<file path="src/rtl/button_arbiter_enabler.sv">
// Press arbiter: sync/[debounce]/edge-detect per button, first eligible press per round wins (optional BTN_DEBOUNCE_EN filter).
// Latency: btn_raw to fire 4 edges, plus DEBOUNCE_CYC when BTN_DEBOUNCE_EN is defined.
// No backpressure: fire is a one-cycle pulse; presses after the grant only bump reject_cnt.
module button_arbiter_enabler #(
    parameter int                 NUM_BTN      = 2,
    parameter int                 COL_W        = 3,
    parameter int                 ROW_W        = 3,
    parameter int                 ROW_MAX      = 5,
    parameter logic [NUM_BTN-1:0] COORD_MASK   = 'b01,
    parameter int                 DEBOUNCE_CYC = 4,
    localparam int                IDX_W        = (NUM_BTN > 1) ? $clog2(NUM_BTN) : 1
) (
    input  logic               clk,
    input  logic               rst_n,
    input  logic               game_en,
    input  logic [NUM_BTN-1:0] btn_allow,
    input  logic [COL_W-1:0]   col_sel,
    input  logic [ROW_W-1:0]   row_sel,
    input  logic [NUM_BTN-1:0] btn_raw,
    output logic [NUM_BTN-1:0] fire,
    output logic               winner_vld,
    output logic [IDX_W-1:0]   winner_idx,
    output logic [7:0]         reject_cnt
);

    typedef enum logic [1:0] {IDLE, ARMED, LATCHED} state_t;

    localparam logic [ROW_W-1:0] ROW_MAX_L = ROW_W'(ROW_MAX);

    state_t             state_q, state_d;
    logic [NUM_BTN-1:0] sync1_q, sync1_d, sync2_q, sync2_d;
    logic [NUM_BTN-1:0] hist_q, hist_d, press_q, press_d;
    logic [NUM_BTN-1:0] fire_q, fire_d;
    logic               winner_vld_q, winner_vld_d;
    logic [IDX_W-1:0]   winner_idx_q, winner_idx_d;
    logic [7:0]         reject_cnt_q, reject_cnt_d;
    logic [NUM_BTN-1:0] filt;
    logic [NUM_BTN-1:0] elig, cand;
    logic               coord_ok;

`ifdef BTN_DEBOUNCE_EN
    localparam logic [7:0] DB_LAST = 8'(DEBOUNCE_CYC - 1);

    logic [7:0]         db_cnt_q [NUM_BTN];
    logic [7:0]         db_cnt_d [NUM_BTN];
    logic [NUM_BTN-1:0] filt_q, filt_d;

    // Counter only runs while the synced level disagrees with the filtered one;
    // any agreement (a bounce back) restarts it from zero.
    always_comb begin
        filt_d = filt_q;
        for (int i = 0; i < NUM_BTN; i++) begin
            db_cnt_d[i] = 8'd0;
            if (sync2_q[i] != filt_q[i]) begin
                if (db_cnt_q[i] == DB_LAST) begin
                    filt_d[i] = sync2_q[i];
                end else begin
                    db_cnt_d[i] = db_cnt_q[i] + 8'd1;
                end
            end
        end
    end

    always_ff @(posedge clk or negedge rst_n) begin
        if (!rst_n) begin
            filt_q <= '0;
            for (int i = 0; i < NUM_BTN; i++) begin
                db_cnt_q[i] <= 8'd0;
            end
        end else begin
            filt_q <= filt_d;
            for (int i = 0; i < NUM_BTN; i++) begin
                db_cnt_q[i] <= db_cnt_d[i];
            end
        end
    end

    assign filt = filt_q;
`else
    assign filt = sync2_q;
`endif

    always_comb begin
        sync1_d = btn_raw;
        sync2_d = sync1_q;
        hist_d  = filt;
        press_d = filt & ~hist_q;
    end

    assign coord_ok = (col_sel != '0) && (row_sel != '0) && (row_sel <= ROW_MAX_L);
    assign elig     = btn_allow & (~COORD_MASK | {NUM_BTN{coord_ok}});
    assign cand     = press_q & elig;

    always_comb begin
        state_d      = state_q;
        fire_d       = '0;
        winner_vld_d = winner_vld_q;
        winner_idx_d = winner_idx_q;
        reject_cnt_d = reject_cnt_q;
        if (!game_en) begin
            state_d      = IDLE;
            winner_vld_d = 1'b0;
        end else begin
            case (state_q)
                IDLE: begin
                    state_d      = ARMED;
                    reject_cnt_d = 8'd0;
                end
                ARMED: begin
                    if (|cand) begin
                        // Isolate the lowest set bit so only one button can fire.
                        fire_d       = cand & ~(cand - 1'b1);
                        winner_vld_d = 1'b1;
                        for (int i = NUM_BTN - 1; i >= 0; i--) begin
                            if (cand[i]) begin
                                winner_idx_d = IDX_W'(i);
                            end
                        end
                        state_d = LATCHED;
                    end
                end
                LATCHED: begin
                    if ((|press_q) && (reject_cnt_q != 8'hFF)) begin
                        reject_cnt_d = reject_cnt_q + 8'd1;
                    end
                end
                default: state_d = IDLE;
            endcase
        end
    end

    always_ff @(posedge clk or negedge rst_n) begin
        if (!rst_n) begin
            state_q      <= IDLE;
            sync1_q      <= '0;
            sync2_q      <= '0;
            hist_q       <= '0;
            press_q      <= '0;
            fire_q       <= '0;
            winner_vld_q <= 1'b0;
            winner_idx_q <= '0;
            reject_cnt_q <= 8'd0;
        end else begin
            state_q      <= state_d;
            sync1_q      <= sync1_d;
            sync2_q      <= sync2_d;
            hist_q       <= hist_d;
            press_q      <= press_d;
            fire_q       <= fire_d;
            winner_vld_q <= winner_vld_d;
            winner_idx_q <= winner_idx_d;
            reject_cnt_q <= reject_cnt_d;
        end
    end

    assign fire       = fire_q;
    assign winner_vld = winner_vld_q;
    assign winner_idx = winner_idx_q;
    assign reject_cnt = reject_cnt_q;

endmodule

</file>
<file path="config.mk">
export PLATFORM = sky130hd
export DESIGN_NAME = button_arbiter_enabler
export DESIGN_NICKNAME = d
export VERILOG_FILES = /design/src/rtl/button_arbiter_enabler.sv
export SDC_FILE = /design/constraint.sdc
export NUM_CORES = 1
export LEC_CHECK = 0
export BUFFER_PORTS_ARGS = -buffer_cell sky130_fd_sc_hd__buf_2
export CAP_MARGIN = 5
export CORE_ASPECT_RATIO = 1.1
export CORE_MARGIN = 2
export CORE_UTILIZATION = 51
export DETAILED_ROUTE_END_ITERATION = 7
export HOLD_SLACK_MARGIN = 0.06
export PLACE_DENSITY_LB_ADDON = 0.2
export SYNTH_ARGS = -nofsm -noshare
export SYNTH_HDL_FRONTEND = slang
export SYNTH_SLANG_ARGS = --single-unit
</file>
<file path="constraint.sdc">
create_clock -name clk -period 1.7 [get_ports clk]
set_input_delay 0.425 -clock clk [delete_from_list [all_inputs] [get_ports clk]]
set_output_delay 0.425 -clock clk [all_outputs]
set_load 0.01 [all_outputs]
</file>
==> summary.txt <==
First-pass GRT wire length -> 3170 um
Multi-input gate area -> 447 um^2
Number of flops mapped to enable cells by yosys -> 0
Max-slew violations -> 0
TritonCTS buffer count -> 3
Die ar. -> 2350 um^2
DR iter-0 viols -> 8
Final Cycle Share -> 0.929
Arr. time, crit path -> 1770 ps
Avg Cell Area, Syn -> 11.8 um^2
Post-Route WL -> 1720 um
Worst Path Required -> 1890 ps
Diodes inserted -> 0
Core ar. -> 1820 um^2
Clock Path Buffers -> 2
Critical-path cell list -> ha_1 > nand2_1 > or3_4 > o311ai_4 > o41ai_2
Post-synth top cells -> dfrtp_1 (22), nand2_1 (7), nor2_1 (7)
Setup Fix Bufs, Post-CTS -> 0
Seq/Total Area, Yosys -> 0.545
Maxcap violations -> 0
Share of cells above drive strength 1 -> 0.316
Worst Skew -> 3.11 ps
Row count -> 16
Top_reg_cell synth -> dfrtp_1
CP peak stage delay -> 400 ps
Register area -> 551 um^2
Via count -> 775
CTS clock-pin slew for the worst setup and hold paths -> 120 ps
Critical R2R Launch -> reject_cnt[1]
ANT nets after route -> 0
Worst path bufs/invs -> 0
Final min period -> 1580 ps
Most frequent cell after synthesis -> dfrtp_1
Netlist cell types -> 31
Drt wl/cell -> 12.2 um
Synth Warn # -> 0
Hold WC Path Type -> input pin to asynchronous set/reset pin
CTS resizes -> 0
Largest net degree at the start of global routing -> 23
Critical path launch point -> reject_cnt[1]
Area contributors post-synth -> dfrtp_1 (54%), o311ai_4 (5.2%), o41ai_2 (3.2%)
Outcome -> finished, final reports clean
Worst path top cell family by delay -> simple AND/OR/NAND/NOR gates
DP Wirelength -> 1340 um
CTS tree -> done
Worst vdd ir -> 0.000693 V
Final count of negative-setup-slack endpoints -> 0
Async set or reset register ratio after synthesis -> 1.00
Critical Path Source Type -> flop
Mapped Cells -> 86
Number of synthesized register bits -> 22
Net Count, Synth -> 100
Global Route Usage Sum -> 0.184
CP max FO -> 5
Via density -> 5.50
Filler cells -> 145
Critical path class -> flop to flop
Mapped Area -> 1010 um^2
Hold buffer count at cts -> 0
Post-synth top area share -> 0.545
Pwr per Cell Area -> 848 nW/um^2
Htree depth -> 1
P&R area growth vs syn -> 20.9%
Die Ht -> 50.7 um
Worst slew margin -> 0.666
Clock latency on the worst-skew pair -> 300 ps
CP endpoint kind -> flop
Top Ports -> 25
Vias in the first global route -> 783
Slew @ Worst Pin -> 501 ps
Final nets -> 129
Final Hold Vio Count -> 0
CTS root buf -> clkbuf_4
Drt drc -> 0
Initial antenna violation count -> 0
Die Width -> 46.5 um
Clock sinks -> 22
Leakage dissipation -> 0.652 nW
RSZ-0062 raised after global routing -> false
Initial Util -> 0.555
DR pass1 iterations -> 4
Gpl congestion -> 0.773
Setup TNS Final -> 0 ps
Hold slack -> 50.2 ps
Worst path slowest cell -> dfrtp_1
Fmax -> 634 MHz
Total grt overflow -> 0
Port Buffers -> 24
Area leader, netlist -> dfrtp_1
==> cell type report <==
class	instances	share of cell area
inverters	1	0.00307
multi-input cells	61	0.365
clock buffers	3	0.0184
repair buffers	26	0.111
well taps	27	0.0276
flip-flops and latches	22	0.450
clock inverters	1	0.0246
==> layout by cell type (no fill, tap or decap), types with 4 or more instances in the layout <==
master,count
nand3_1,4
nand2_1,7
nand2b_1,4
a21oi_1,4
buf_2,24
nor2_1,7
dfrtp_1,22
==> worst reg2reg max path: cells and delay by family (launching register included) <==
| family | cells | cell delay, ps |
|---|---|---|
| AOI/OAI and AO/OA | 2 | 360 |
| adders and majority gates | 1 | 220 |
| and+or+nand+nor | 2 | 480 |
| DFF | 1 | 400 |
==> path summary, 6_finish.rpt <==
check                      slack, ps  cells after the start       endpoint
setup / recovery                 120                      5  reject_cnt[4]
hold / removal                    50                      1     winner_vld
setup reg to reg                 120                      5  reject_cnt[4]
hold reg to reg                  360                      0        filt[0]
max in group asynchronous       1340                      1  reject_cnt[5]
min in group clk                 220                      1     sync1_q[0]
==> sequential cells by signal (all words and copies together) (netlist names) <==
signal	cells
sync1_q	2
reject_cnt	8
winner_idx	1
filt	2
state_q	2
winner_vld	1
press_q	2
fire	2
hist_q	2
==> power breakdown <==
| part | total (mW) | internal [mW] | switching, mW |
|---|---|---|---|
| clock network | 0.394 | 0.238 | 0.156 |
| registers | 0.556 | 0.545 | 0.0117 |
| logic | 0.0862 | 0.0356 | 0.0506 |
| total | 1.04 | 0.818 | 0.218 |
==> routing by layer <==
layer	global-route usage	up-vias	part of all wire
met3	0.0324	2	0.055
met5	0	-	0
met1	0.229	379	0.43
met2	0.313	20	0.50
li1	-	374	-
met4	0.0619	0	0.0099
==> stage by stage <==
stage                     std cells   util  setup WS [ps]  power [mW]  instance area [um^2]
after floorplan                  86      -            151       0.613                  1010
final                           141  0.671            121        1.04                  1220
after CTS                       141  0.671            131        1.05                  1220
after detailed placement        137  0.642            120       0.655                  1170
after global placement          137  0.642            167       0.652                  1170
after global routing            141  0.671           45.7        1.09                  1220
==> cells by family after synthesis <==
group                    after synthesis  share of synthesized area
AND/OR/NAND/NOR                       39                      0.218
flip-flops                            22                      0.545
multiplexers                           3                     0.0297
buffers and inverters                  3                     0.0136
adder cells (fa/ha/maj)                1                     0.0124
AO/OA/AOI/OAI                         18                      0.182
Power figures use the tool's default switching activity.
